[config.mk]
export PLATFORM = sky130hd
export DESIGN_NAME = tick_gen_multi
export DESIGN_NICKNAME = d
export VERILOG_FILES = /design/src/rtl/tick_gen_pkg.sv /design/src/rtl/tick_gen_ch.sv /design/src/rtl/tick_gen_multi.sv
export SDC_FILE = /design/constraint.sdc
export NUM_CORES = 1
export LEC_CHECK = 0
export CAP_MARGIN = 20
export CORE_ASPECT_RATIO = 2
export CORE_MARGIN = 4
export CORE_UTILIZATION = 50
export CTS_BUF_LIST = sky130_fd_sc_hd__clkbuf_8
export DETAILED_ROUTE_END_ITERATION = 8
export GPL_TIMING_DRIVEN = 1
export MAX_ROUTING_LAYER = met4
export PLACE_DENSITY = 0.77
export SYNTH_ARGS = -nofsm -noshare
export SYNTH_HDL_FRONTEND = slang
export SYNTH_HIERARCHICAL = 1
export SYNTH_SLANG_ARGS = --single-unit
[constraint.sdc]
create_clock -name clk -period 4.2 [get_ports clk]
set_input_delay 0.84 -clock clk [delete_from_list [all_inputs] [get_ports clk]]
set_output_delay 0.84 -clock clk [all_outputs]
set_load 0.01 [all_outputs]
[src/rtl/tick_gen_pkg.sv]
// Shared types and helpers for the multi-channel tick generator.
package tick_gen_pkg;

  typedef enum logic {MODE_PERIODIC = 1'b0, MODE_ONESHOT = 1'b1} tick_mode_e;

  localparam int CNT_W_DEF = 32;
  // Widest counter the helper supports; callers cast in and out.
  localparam int DIV_MAX_W = 64;

  function automatic logic [DIV_MAX_W-1:0] eff_div(input logic [DIV_MAX_W-1:0] div);
    return (div == '0) ? DIV_MAX_W'(1) : div;
  endfunction

endpackage

[src/rtl/tick_gen_ch.sv]
// One tick channel: counter, active/shadow divisor with deferred update, one-shot state.
module tick_gen_ch
  import tick_gen_pkg::*;
#(
  parameter int              CNT_W       = CNT_W_DEF,
  parameter longint unsigned DEFAULT_DIV = 100_000_000
) (
  input  logic             clk,
  input  logic             rst,
  input  logic             en,
  input  tick_mode_e       mode,
  input  logic             start,
  input  logic             cfg_we,
  input  logic [CNT_W-1:0] cfg_div,
  output logic             tick,
  output logic             busy
);

  logic [CNT_W-1:0] cnt_reg;
  logic [CNT_W-1:0] active_div_reg;
  logic [CNT_W-1:0] shadow_div_reg;
  logic             pending_reg;
  logic             busy_reg;
  logic             tick_reg;
  tick_mode_e       mode_reg;

  logic [CNT_W-1:0] last_cnt;
  logic             mode_chg;
  logic             restart;
  logic             counting;
  logic             wrap;
  logic             idle;
  logic             apply_div;

  assign last_cnt  = CNT_W'(eff_div(DIV_MAX_W'(active_div_reg))) - CNT_W'(1);
  assign mode_chg  = (mode != mode_reg);
  assign restart   = en && !mode_chg && start;
  assign counting  = en && !mode_chg && !start && ((mode_reg == MODE_PERIODIC) || busy_reg);
  assign wrap      = counting && (cnt_reg == last_cnt);
  assign idle      = !en || ((mode_reg == MODE_ONESHOT) && !busy_reg);
  // Divisor changes only land on a boundary so a running period is never cut short.
  assign apply_div = wrap || restart || idle;

  always_ff @(posedge clk or posedge rst) begin
    if (rst) begin
      active_div_reg <= CNT_W'(DEFAULT_DIV);
      shadow_div_reg <= CNT_W'(DEFAULT_DIV);
      pending_reg    <= 1'b0;
    end else begin
      if (cfg_we)
        shadow_div_reg <= cfg_div;
      if (apply_div) begin
        if (cfg_we)
          active_div_reg <= cfg_div;
        else if (pending_reg)
          active_div_reg <= shadow_div_reg;
        pending_reg <= 1'b0;
      end else if (cfg_we) begin
        pending_reg <= 1'b1;
      end
    end
  end

  always_ff @(posedge clk or posedge rst) begin
    if (rst) begin
      cnt_reg  <= '0;
      busy_reg <= 1'b0;
      tick_reg <= 1'b0;
      mode_reg <= MODE_PERIODIC;
    end else begin
      mode_reg <= mode;
      if (mode_chg) begin
        cnt_reg  <= '0;
        busy_reg <= 1'b0;
        tick_reg <= 1'b0;
      end else if (!en) begin
        tick_reg <= 1'b0;
      end else if (start) begin
        cnt_reg  <= '0;
        busy_reg <= (mode_reg == MODE_ONESHOT);
        tick_reg <= 1'b0;
      end else if (wrap) begin
        cnt_reg  <= '0;
        busy_reg <= 1'b0;
        tick_reg <= 1'b1;
      end else if (counting) begin
        cnt_reg  <= cnt_reg + CNT_W'(1);
        tick_reg <= 1'b0;
      end else begin
        cnt_reg  <= '0;
        tick_reg <= 1'b0;
      end
    end
  end

  assign tick = tick_reg;
  assign busy = busy_reg;

endmodule

[src/rtl/tick_gen_multi.sv]
// Multi-channel programmable tick generator; decodes divisor writes per channel.
module tick_gen_multi
  import tick_gen_pkg::*;
#(
  parameter int              NUM_CH      = 4,
  parameter int              CNT_W       = CNT_W_DEF,
  parameter longint unsigned DEFAULT_DIV = 100_000_000,
  localparam int             CH_W        = (NUM_CH > 1) ? $clog2(NUM_CH) : 1
) (
  input  logic              clk,
  input  logic              rst,
  input  logic [NUM_CH-1:0] en,
  input  logic [NUM_CH-1:0] mode,
  input  logic [NUM_CH-1:0] start,
  input  logic              sync,
  input  logic              cfg_we,
  input  logic [CH_W-1:0]   cfg_ch,
  input  logic [CNT_W-1:0]  cfg_div,
  output logic [NUM_CH-1:0] tick,
  output logic [NUM_CH-1:0] busy
);

  genvar gi;
  generate
    for (gi = 0; gi < NUM_CH; gi++) begin : g_ch
      logic       ch_we;
      tick_mode_e ch_mode;

      // Out-of-range channel numbers match no instance and are dropped.
      assign ch_we   = cfg_we && (cfg_ch == CH_W'(gi));
      assign ch_mode = tick_mode_e'(mode[gi]);

      tick_gen_ch #(
        .CNT_W       (CNT_W),
        .DEFAULT_DIV (DEFAULT_DIV)
      ) u_ch (
        .clk     (clk),
        .rst     (rst),
        .en      (en[gi]),
        .mode    (ch_mode),
        .start   (start[gi] | sync),
        .cfg_we  (ch_we),
        .cfg_div (cfg_div),
        .tick    (tick[gi]),
        .busy    (busy[gi])
      );
    end
  endgenerate

endmodule

; Word level (Yosys, flattened, before mapping)
; Cells that the tools add are included.
[classes]
add_sub_neg = 8
n_mul = 0
div_mod_pow = 0
n_lt_le_gt_ge = 0
eq_ne = 11
shift = 0
mux = 72
bitwise_logic = 8
reduce_logical = 89
[op_table]
columns = cell, count
row1 = $mux W32, 32
row2 = $add A32 B1 Y32 const B, 4
row3 = $eq A32 B32 Y1, 4
row4 = $logic_not A32 Y1, 4
row5 = $sub A32 B1 Y32 const B, 4
row6 = $mux W1, 40
row7 = $logic_and A1 B1 Y1, 28
row8 = $reduce_bool A2 Y1, 12
row9 = $logic_not A1 Y1, 16
row10 = $logic_or A1 B1 Y1, 16
row11 = $reduce_and A2 Y1, 8
row12 = $reduce_bool A3 Y1, 4
row13 = $eq A2 B2 Y1 const B, 2
row14 = $ne A1 B1 Y1, 4
row15 = $not A1 Y1, 4
row16 = $or A1 B1 Y1, 4
row17 = $eq A2 B1 Y1 const B, 1
row18 = $logic_not A2 Y1, 1
[totals]
regBits = 400
latch_bits = 0
mem_bits_rw = 0
rom_bits = 0
input_bits = 50
word_cells = 216
mem_count = 0

; Longest topological paths before layout
; Gate-level depths: netlist of the first run.
[depth]
ltp_word = 10
mapped_depth = 17
depth_no_buf = 14

; By module
; Netlist of the first run, hierarchy kept.
[modules_own_cells]
columns = module, n_inst, cells_per_inst, area_per_inst_um2, seq_area_each_um2
row1 = tick_gen_ch at g_ch[0].u_ch ..., 2, 607, 6145.9, 2532.4
row2 = tick_gen_ch at g_ch[2].u_ch ..., 2, 574, 5962.0, 2532.4
row3 = tick_gen_multi, 1, 8, 62.6, 0.0

; Worst setup path after synthesis of the first run
; OpenSTA, ideal clock, no wires.
[synth_path]
path_type = reg-to-reg
start = register g_ch[0].u_ch.active_div_reg[20]
end = register g_ch[0].u_ch.active_div_reg[0]
setup_time_ps = 125
t_arrival_ps = 4103
setup_slack_ps = -28
path_stages_with_launch = 17
cell_sequence = dfstp_2 -> or4_1 -> buf_2 -> or4_4 -> nor3_4 -> nor2_1 -> ha_1 -> or4b_1 -> o41ai_1 -> o211a_1 -> o31ai_1 -> o221ai_2 -> nor4b_2 -> and4_4 -> o22a_4 -> buf_12 -> mux2_4
[synth_between]
elab_chain_cells = 8
[synth_rtl]
columns = item, line
row1 = from (decl), tick_gen_ch.sv:20  ; logic [CNT_W-1:0] active_div_reg;
row2 = from (signal assigned), tick_gen_ch.sv:46  ; active_div_reg <= CNT_W'(DEFAULT_DIV);
row3 = from (signal assigned), tick_gen_ch.sv:54  ; active_div_reg <= cfg_div;
row4 = from (signal assigned), tick_gen_ch.sv:56  ; active_div_reg <= shadow_div_reg;
row5 = $logic_not A32 Y1, tick_gen_pkg.sv:11  ; return (div == '0) ? DIV_MAX_W'(1) : div;
row6 = $mux W32 *, tick_gen_pkg.sv:11
row7 = $sub A32 B1 Y32 *, tick_gen_ch.sv:35  ; assign last_cnt = CNT_W'(eff_div(DIV_MAX_W'(active_div_reg))) - CNT_W'(1);
row8 = $eq A32 B32 Y1 *, tick_gen_ch.sv:39  ; assign wrap = counting && (cnt_reg == last_cnt);
row9 = $logic_and A1 B1 Y1 *, tick_gen_ch.sv:39
row10 = $logic_or A1 B1 Y1 * (2 in a row), tick_gen_ch.sv:42  ; assign apply_div = wrap || restart || idle;
row11 = $reduce_and A2 Y1 (no line) *, --
; Mark *: on every way between the ends. The rest lies on a longest branch, timed or not.
; A chain may end at the register's enable or synchronous reset.

; Worst setup path in the final report of the first run
[layout_path]
start = register g_ch[0].u_ch.active_div_reg[23]
end = register g_ch[0].u_ch.active_div_reg[14]
; Same word-level chain as after synthesis.

==> results of run 1 <==
[power by group]
group          leakage [nW]  switching (W)  internal (W)
clock network         0.712        0.00163       0.00187
logic                  6.09        0.00290       0.00275
registers              4.91       0.000470       0.00476
total                  11.7        0.00500       0.00938
[through the flow]
| stage | cells | power [W] | utilization (%) |
|---|---|---|---|
| 6_report | 3308 | 0.0144 | 60.9 |
| 5_1_grt | 3306 | 0.0150 | 60.9 |
| 4_1_cts | 3281 | 0.0141 | 59.2 |
| 3_5_place_dp | 3163 | 0.0105 | 55.9 |
| 3_3_place_gp | 3163 | 0.0103 | 55.9 |
| 2_1_floorplan | 2370 | 0.00844 | - |
[cell type report]
| class | instances | area [µm²] |
|---|---|---|
| timing repair buffer | 343 | 3250 |
| multi-input combinational | 1750 | 13600 |
| inverter | 68 | 265 |
| clock inverter | 40 | 364 |
| sequential | 400 | 10100 |
| antenna | 3 | 7.51 |
| tap | 638 | 798 |
| clock buffer | 66 | 908 |
| fill | 4006 | 18900 |
[cells in the final DEF (no fill, tap or decap), types with 74 or more instances in the layout]
cell type and instances:
buf_4 243, dfrtp_1 304, dfstp_2 96, inv_1 81
mux2_2 136, mux2_4 124, nand2_1 198, nand3_1 141
nand4_1 74, nor2_1 128, xnor2_1 93
[worst max-delay path: stages (launching register included)]
cell and delay, ns:
dfstp_2 0.37, or4_4 0.54, or4_4 0.60, nor3_4 0.21
nor2_1 0.08, ha_2 0.20, nor4b_4 0.15, nand4_1 0.18
nor3_2 0.06, xnor2_1 0.22, o311ai_1 0.17, a2111oi_2 0.38
and4_4 0.29, o22a_4 0.22, buf_6 0.14, buf_16 0.12
mux2_4 0.30
[how the worst min path moves through the flow]
stage,startpoint,endpoint,slack [ns],depth (start not counted)
after floorplan,g_ch[2].u_ch/shadow_div_reg[30],g_ch[2].u_ch/shadow_div_reg[30],0.47,1
after detailed placement,g_ch[2].u_ch/shadow_div_reg[0],g_ch[2].u_ch/shadow_div_reg[0],0.48,1
after global placement,g_ch[2].u_ch/shadow_div_reg[30],g_ch[2].u_ch/shadow_div_reg[30],0.48,1
after CTS,g_ch[2].u_ch/shadow_div_reg[0],g_ch[2].u_ch/shadow_div_reg[0],0.50,1
final,g_ch[2].u_ch/shadow_div_reg[31],g_ch[2].u_ch/shadow_div_reg[31],0.50,1
after global routing,g_ch[2].u_ch/shadow_div_reg[27],g_ch[2].u_ch/shadow_div_reg[27],0.52,1
[cell families (layout without fill, tap and decap cells)]
logic type	Yosys count	in the layout	share of synthesized area, %
other cells	0	3	0
simple gates	934	934	21.3
buf+inv	220	517	4.40
xor+xnor	152	152	5.48
fa+ha+maj	8	8	0.412
mux	292	292	15.2
flops	400	400	41.7
compound gates	364	364	11.5
[repair_timing]
| item | CTS | global route |
|---|---|---|
| endpoints found under the setup margin | 168 | 235 |
| gates resized for setup | 23 | 91 |
| buffers inserted | 7 | 15 |
| cloned | 5 | 10 |
| hold endpoints to repair | 0 | 0 |
| pin swaps | 5 | 39 |
[metal layers]
layer / vias up / part of all wire (%) / track usage [%]
met4: 0 / 7.7 / 18.1
met1: 10000 / 35 / 29.3
li1: 9266 / - / -
met5: - / 0 / -
met3: 256 / 3.5 / 2.82
met2: 593 / 54 / 50.8
==> impl_metrics.ini, run 1 <==
[worst_setup_path]
reg2regPathDepth = 16
timing.critical_path.to = g_ch[0].u_ch/active_div_reg[14]
endpoint_kind = flip-flop
cp_max_fo = 5
cp-start-kind = flip-flop
startpoint = g_ch[0].u_ch/active_div_reg[23]
worstSetupPathType = reg2reg
r2r-end = g_ch[0].u_ch/active_div_reg[14]
r2r_start = g_ch[0].u_ch/active_div_reg[23]
cp.required_ns = 4.79
r2r_slack_ns = -0.1
crit_arrival_ns = 4.88

[timing]
finalCriticalPeriod_ns = 4.30
hold_viol = 0
worst_slack_ns = -0.0977
hold-worst-slack_ns = 0.499
clock_skew_ns = 0.0318
finalSetupViolations = 31
max-slew-margin-rel_pct = 37.4
post-route-period-util_pct = 102
rsz0062_at_grt = yes
max_freq_mhz = 233
worstMarginPinSlew_ns = 0.931
slew_viol_final = 0
setup_tns_ns = -1.43

[grt]
grt_pass1_vias = 20900
grt_start_max_net_pins = 101
grt_usage_pct = 28.4
gr-total-overflow = 0
grt_pass1_wl_um = 114000
antenna_found_initial = 2

[synthesis]
postSynthAreaPerCell_um2 = 10.2
ys_ff_latch = 400
ys.flop_type = dfrtp_1
synth.net_count = 2428
synth_common_cells = dfrtp_1 (304), nand2_1 (202), nand3_1 (146)
yosys_warnings = 6
netlist_top_cells_area = dfrtp_1 (31%), dfstp_2 (10%), mux2_4 (7.4%), mux2_2 (6.5%), xnor2_1 (3.5%)
synth_cells = 2370
synth.most_common_cell = dfrtp_1
async_flop_share_pct = 100
syn_area_um2 = 24300
synth_top_area_share_pct = 31.3
netlist-cell-type-count = 86
synth-edff-count = 0
synth_largest_area_cell = dfrtp_1
yosysSeqAreaShare_pct = 41.7

[clock_tree]
cts_root_buffer = clkbuf_8
cts_tree = built
cts_buffers = 57
hold_buffers = 0
cts.clk_slew.worst_paths_ns = 0.07
clock_path_buffers = 3
clock-sinks = 400
worstSkewPairLatency_ns = 0.67
cts_max_level = 2

[detailed_routing]
drc_errors = 0
num_vias = 20100
viasPerCell = 6.08
drtIter0Drc = 1155
drt-total-wl_um = 74300
antenna_left = 0
dr.pass1.iters = 5
wl_per_cell_um = 22.5

[die]
dieHeight_um = 320
fp.dieW_um = 164
initial_core_util_pct = 50.4
core_area_um2 = 48200
pin_count = 58
die_area_um2 = 52400
rows = 114

[outcome]
violations = negative setup slack
status = finished, violations left

[final_layout]
drive_above_1_share_pct = 33.6
nNetsFinal = 2678
design_area_um2 = 29300
syn_to_final_growth_pct = 20.9

[placement]
dpl-instance-area_um2 = 27000
dpl.hpwl_um = 54100
io_buffers = 57
gp_congestion = 0.996
pre_cts_slack_ns = -0.314

[job]
max-cap-violations = 0

[min_path]
hp-class = reg2reg

[power]
peakVddDrop_mv = 0.334
power.density_nw_per_um2 = 490
p_leak_nw = 11.7
Note: power is estimated with default switching activity, not from simulation.
==> run 2: changes to the inputs <==
- SYNTH_HIERARCHICAL: 1 -> not set
==> run 2 against run 1 <==
  * The flow still finishes with violations (negative setup slack)
  * Setup slack worse by 0.046 ns
  * Combinational power down 15%
  * Sequential power down 3%
  * Register-to-register slack worse by 0.05 ns
  * Final cell count down 0.24%
  * Largest cell class unchanged
==> impl_metrics.ini, run 2 <==
[final_layout]
num-fill-cells = 3551
nNetsFinal = 2683
final_cell_mix = dfrtp_1 (304), buf_4 (250), nand2_1 (194), mux2_2 (129), xnor2_1 (110)
regArea_um2 = 10100
drive_above_1_share_pct = 32.2
multi_input_area_um2 = 13700
fin_util_pct = 63.1
final_common_cell = dfrtp_1
syn_to_final_growth_pct = 25.3

[grt]
grt_pass1_wl_um = 112000
antenna_found_initial = 1
grt_pass1_vias = 21100
gr-total-overflow = 0
grt_start_max_net_pins = 91
grt_usage_pct = 28.0

[placement]
gp_congestion = 0.990
io_buffers = 57
dpl.hpwl_um = 51700

[die]
fp.dieW_um = 161
pin_count = 58
initial_core_util_pct = 50.4
rows = 112
die_area_um2 = 50800
dieHeight_um = 315
core_area_um2 = 46700

[clock_tree]
cts_buffers = 56
cts.clk_slew.worst_paths_ns = 0.07
clock_path_buffers = 3
clock-sinks = 400
cts_max_level = 2
cts_tree = built
worstSkewPairLatency_ns = 0.68
cts_root_buffer = clkbuf_8

[detailed_routing]
antenna_left = 0
dr.pass1.iters = 7
viasPerCell = 6.38
num_vias = 21100
drtIter0Drc = 1338
wl_per_cell_um = 22.3
drc_errors = 0
drt-total-wl_um = 73500

[synthesis]
ys.flop_type = dfrtp_1
netlist_top_cells_area = dfrtp_1 (32%), dfstp_2 (11%), mux2_2 (6.2%), xnor2_1 (4.1%), nand2_1 (3.2%)
syn_area_um2 = 23500
async_flop_share_pct = 100
synth_cells = 2383
yosysSeqAreaShare_pct = 43.1
synth_largest_area_cell = dfrtp_1
synth.most_common_cell = dfrtp_1
synth_common_cells = dfrtp_1 (304), nand2_1 (199), clkbuf_1 (140)
netlist-cell-type-count = 90
synth-edff-count = 0
yosys_warnings = 0
synth.net_count = 2441
postSynthAreaPerCell_um2 = 9.87
ys_ff_latch = 400
synth_top_area_share_pct = 32.4

[power]
p_leak_nw = 11.6
p_clk_share_pct = 26.2
internal-power_w = 0.00889
power.density_nw_per_um2 = 453
peakVddDrop_mv = 0.226
comb_power_share_pct = 35.8
switching_share_pct = 33.5
seq_power_share_pct = 38.0
netSwitchingPower_w = 0.00447

[timing]
worst_slack_ns = -0.144
rsz0062_at_grt = yes
hold-worst-slack_ns = 0.501
post-route-period-util_pct = 103
max-slew-margin-rel_pct = 42.8
clock_skew_ns = 0.0396
worstMarginPinSlew_ns = 0.856
hold_viol = 0
finalSetupViolations = 115
slew_viol_final = 0
max_freq_mhz = 230
finalCriticalPeriod_ns = 4.34

[worst_setup_path]
r2r-end = g_ch[3].u_ch.cnt_reg[27]
r2r_slack_ns = -0.14
cp-start-kind = flip-flop
r2r_start = g_ch[3].u_ch.active_div_reg[18]
reg2regPathDepth = 18
endpoint_kind = flip-flop
crit_arrival_ns = 4.89
startpoint = g_ch[3].u_ch.active_div_reg[18]
cp_max_fo = 6
cp.required_ns = 4.75
worstSetupPathType = reg2reg
timing.critical_path.to = g_ch[3].u_ch.cnt_reg[27]

[job]
max-cap-violations = 0

[min_path]
hp-class = reg2reg

[outcome]
violations = negative setup slack
status = finished, violations left
-- run 2: changes by cell type after synthesis, sizes merged, moves of 23 or more --
cell and delta:
a22oi +29, a2bb2oi +33, clkbuf +46, mux2 -66, nand3 -45, nand4 +23, o2bb2ai +33
-- run 2: through the flow --
stage	instance area, µm²	setup TNS [ns]	power, W	setup slack (ns)	cells
after detailed placement	26600	-48.84	0.00917	-0.371	3161
after global placement	26600	-33.99	0.00898	-0.260	3161
after CTS	28400	-7.72	0.0129	-0.153	3280
final	29500	-7.74	0.0134	-0.144	3300
after floorplan	23900	-650.57	0.00748	-1.95	2383
after global routing	29500	-21.87	0.0139	-0.224	3300
-- run 2: cells by family after synthesis --
| logic type | synth area share (%) |
|---|---|
| adders and majority gates | 0.426 |
| DFF | 43.1 |
| muxes | 10.5 |
| AOI/OAI and AO/OA | 15.4 |
| xor gates and xnor gates | 6.63 |
| buffers and inverters | 3.92 |
| and+or+nand+nor | 20.0 |
-- run 2: final cells by class --
cell class              instances  area share, %
clock buffers                  70           3.27
inverters                      49          0.637
repair buffers                357           11.3
well taps                     627           2.66
flip-flops and latches        400           34.4
multi-input cells            1761           46.6
clock inverters                35           1.11
diodes                          1        0.00849
-- run 2: repair_timing --
| item | in CTS | in global routing |
|---|---|---|
| setup endpoints to repair | 261 | 252 |
| hold buffers | 0 | 0 |
| pin swaps | 26 | 59 |
| gates resized for setup | 84 | 152 |
| setup buffers | 8 | 9 |
| cloned | 7 | 12 |
-- run 2: layer usage --
layer	vias up	track usage, %	share of wire [%]
met5	-	-	0
met4	0	21.2	9.7
met3	375	2.90	3.7
met2	719	49.8	53
met1	10400	28.0	34
li1	9526	-	-
-- run 2: worst max-delay path, stage by stage, from the launching register on --
cell and delay (ns):
dfstp_2 0.38, or4_4 0.58, nor4_4 0.41, a31oi_4 0.17
ha_4 0.22, buf_6 0.12, buf_6 0.11, a211oi_4 0.23
a21oi_2 0.06, a311o_1 0.31, nor4_4 0.18, nand4_1 0.12
buf_4 0.18, a2111oi_4 0.28, buf_6 0.18, buf_12 0.15
nor2_4 0.07, buf_6 0.15, a221o_1 0.30
-- run 2: worst min path at each step --
stage / from / endpoint / slack, ns / cells after the start
detailed placement: g_ch[3].u_ch.shadow_div_reg[7] / g_ch[3].u_ch.shadow_div_reg[7] / 0.48 / 1
global route: g_ch[3].u_ch.shadow_div_reg[7] / g_ch[3].u_ch.shadow_div_reg[7] / 0.51 / 1
floorplan: g_ch[3].u_ch.shadow_div_reg[31] / g_ch[3].u_ch.shadow_div_reg[31] / 0.47 / 1
global placement: g_ch[3].u_ch.shadow_div_reg[31] / g_ch[3].u_ch.shadow_div_reg[31] / 0.48 / 1
finish: g_ch[3].u_ch.shadow_div_reg[7] / g_ch[3].u_ch.shadow_div_reg[7] / 0.50 / 1
CTS: g_ch[3].u_ch.shadow_div_reg[6] / g_ch[3].u_ch.shadow_div_reg[6] / 0.50 / 1
-- run 2: power by group through the flow --
stage          sequential (W)  clock, W  combinational [W]
2_1_floorplan         0.00519         0            0.00229
3_3_place_gp          0.00503         0            0.00395
3_5_place_dp          0.00508         0            0.00408
4_1_cts               0.00503   0.00355            0.00432
5_1_grt               0.00514   0.00371            0.00508
6_report              0.00507   0.00350            0.00478
==> run 3: changes to the inputs <==
- PLACE_DENSITY: 0.77 -> not set
- PLACE_DENSITY_LB_ADDON: not set -> 0.1
==> run 3 against run 2 <==
  * The run still ends with negative setup slack left
  * Combinational power grew 0.8%
  * Critical endpoint is now g_ch[2].u_ch.active_div_reg[13]
  * Sequential share of layout area shrank 0.46 points
  * Power grew 1.5%
==> impl_metrics.ini, run 3 (synthesized netlist as in run 2, its figures left out) <==
[clock_tree]
cts_buffers = 59
cts_tree = built
cts_max_level = 2
worstSkewPairLatency_ns = 0.68
cts_root_buffer = clkbuf_8
cts.clk_slew.worst_paths_ns = 0.07
clock_path_buffers = 3
hold_buffers = 0
clock-sinks = 400

[worst_setup_path]
cp_max_fo = 8
endpoint_kind = flip-flop
worstSetupPathType = reg2reg
cp-start-kind = flip-flop
cp.required_ns = 4.80
crit_arrival_ns = 4.90

[final_layout]
syn_to_final_growth_pct = 27.0
final_common_cell = dfrtp_1
final_cell_mix = dfrtp_1 (304), buf_4 (277), nand2_1 (193), mux2_2 (129)
drive_above_1_share_pct = 33.0
num-fill-cells = 3815
nNetsFinal = 2713
fin_util_pct = 64.0

[grt]
grt_pass1_wl_um = 110000
gr-total-overflow = 0
grt_usage_pct = 27.8
grt_start_max_net_pins = 106
antenna_found_initial = 1
grt_pass1_vias = 20400

[die]
die_area_um2 = 50800
rows = 112
dieHeight_um = 315
pin_count = 58
fp.dieW_um = 161
initial_core_util_pct = 50.4
core_area_um2 = 46700

[detailed_routing]
drc_errors = 0
antenna_left = 0
drt-total-wl_um = 72200
wl_per_cell_um = 21.7
num_vias = 20600
viasPerCell = 6.19
drtIter0Drc = 1352
dr.pass1.iters = 5

[min_path]
hp-class = reg2reg

[timing]
slew_viol_final = 0
finalSetupViolations = 120
post-route-period-util_pct = 103
worst_slack_ns = -0.107
clock_skew_ns = 0.0162
hold_viol = 0
hold-worst-slack_ns = 0.497
max-slew-margin-rel_pct = 29.7
finalCriticalPeriod_ns = 4.31
max_freq_mhz = 232
rsz0062_at_grt = yes
worstMarginPinSlew_ns = 1.05

[power]
p_leak_nw = 11.8
peakVddDrop_mv = 0.274
power.density_nw_per_um2 = 454

[job]
max-cap-violations = 0

[outcome]
violations = negative setup slack
status = finished, violations left

[placement]
gp_congestion = 0.962
io_buffers = 57
dpl.hpwl_um = 51200
-- run 3: metrics by stage --
| step | instance area, µm² | setup TNS [ns] | power, W | std cells | worst slack (ns) |
|---|---|---|---|---|---|
| after CTS | 28900 | -7.25 | 0.0132 | 3312 | -0.123 |
| final | 29900 | -6.67 | 0.0136 | 3334 | -0.107 |
| after floorplan | 23900 | -650.57 | 0.00748 | 2383 | -1.95 |
| after detailed placement | 26600 | -43.89 | 0.00919 | 3161 | -0.300 |
| after global routing | 29900 | -21.63 | 0.0142 | 3334 | -0.214 |
| after global placement | 26600 | -29.24 | 0.00906 | 3161 | -0.227 |
-- run 3: timing repair --
| item | 4_1_cts | 5_1_grt |
|---|---|---|
| setup endpoints to repair | 256 | 239 |
| resized for setup | 99 | 137 |
| setup buffers | 31 | 16 |
| pin swaps | 21 | 49 |
| cloned | 9 | 11 |
| hold endpoints to repair | 0 | 0 |
-- run 3: power breakdown --
part	switching, W	leakage, nW	internal, W
logic	0.00239	6.10	0.00242
registers	0.000377	4.91	0.00466
clock network	0.00165	0.776	0.00206
-- run 3: final cells by class --
| class | count | area, µm² | area share, % |
|---|---|---|---|
| multi-input cells | 1759 | 13700 | 46.0 |
| flip-flops and latches | 400 | 10100 | 33.9 |
| repair buffers | 386 | 3610 | 12.1 |
| clock buffers | 82 | 1130 | 3.78 |
| well taps | 627 | 785 | 2.63 |
| clock inverters | 30 | 285 | 0.955 |
| inverters | 49 | 188 | 0.629 |
| diodes | 1 | 2.50 | 0.00838 |
-- run 3: path summary, 6_finish.rpt --
kind	slack (ns)	from	cells after the start	endpoint
max in group asynchronous	2.47	rst	3	g_ch[2].u_ch.cnt_reg[20]
min	0.50	g_ch[0].u_ch.shadow_div_reg[2]	1	g_ch[0].u_ch.shadow_div_reg[2]
max	-0.11	g_ch[2].u_ch.active_div_reg[24]	17	g_ch[2].u_ch.active_div_reg[13]
min reg2reg	0.50	g_ch[0].u_ch.shadow_div_reg[2]	1	g_ch[0].u_ch.shadow_div_reg[2]
max reg2reg	-0.11	g_ch[2].u_ch.active_div_reg[24]	17	g_ch[2].u_ch.active_div_reg[13]
min in group asynchronous	0.66	rst	2	g_ch[3].u_ch.active_div_reg[5]
-- run 3: layer usage --
layer  global-route usage (%)  up-vias  wire length (µm)
met4                     18.1        0              5330
met3                     2.46      249              2260
met2                     49.1      556             38500
li1                         -     9596                 -
met1                     29.7    10200             26100
met5                        -        -                 0
-- run 3: worst max-delay path: stages (launching register included) --
cell       delay [ns]
dfstp_2          0.54
nor4_2           0.05
nand4_1          0.16
nor2_1           0.08
a21oi_1          0.14
ha_2             0.19
or4b_4           0.51
or4_4            0.45
xnor2_2          0.15
or4b_4           0.55
nor4_4           0.14
nand4_1          0.12
or3_1            0.33
buf_6            0.16
a21oi_4          0.17
buf_6            0.16
buf_16           0.14
a2bb2oi_2        0.16
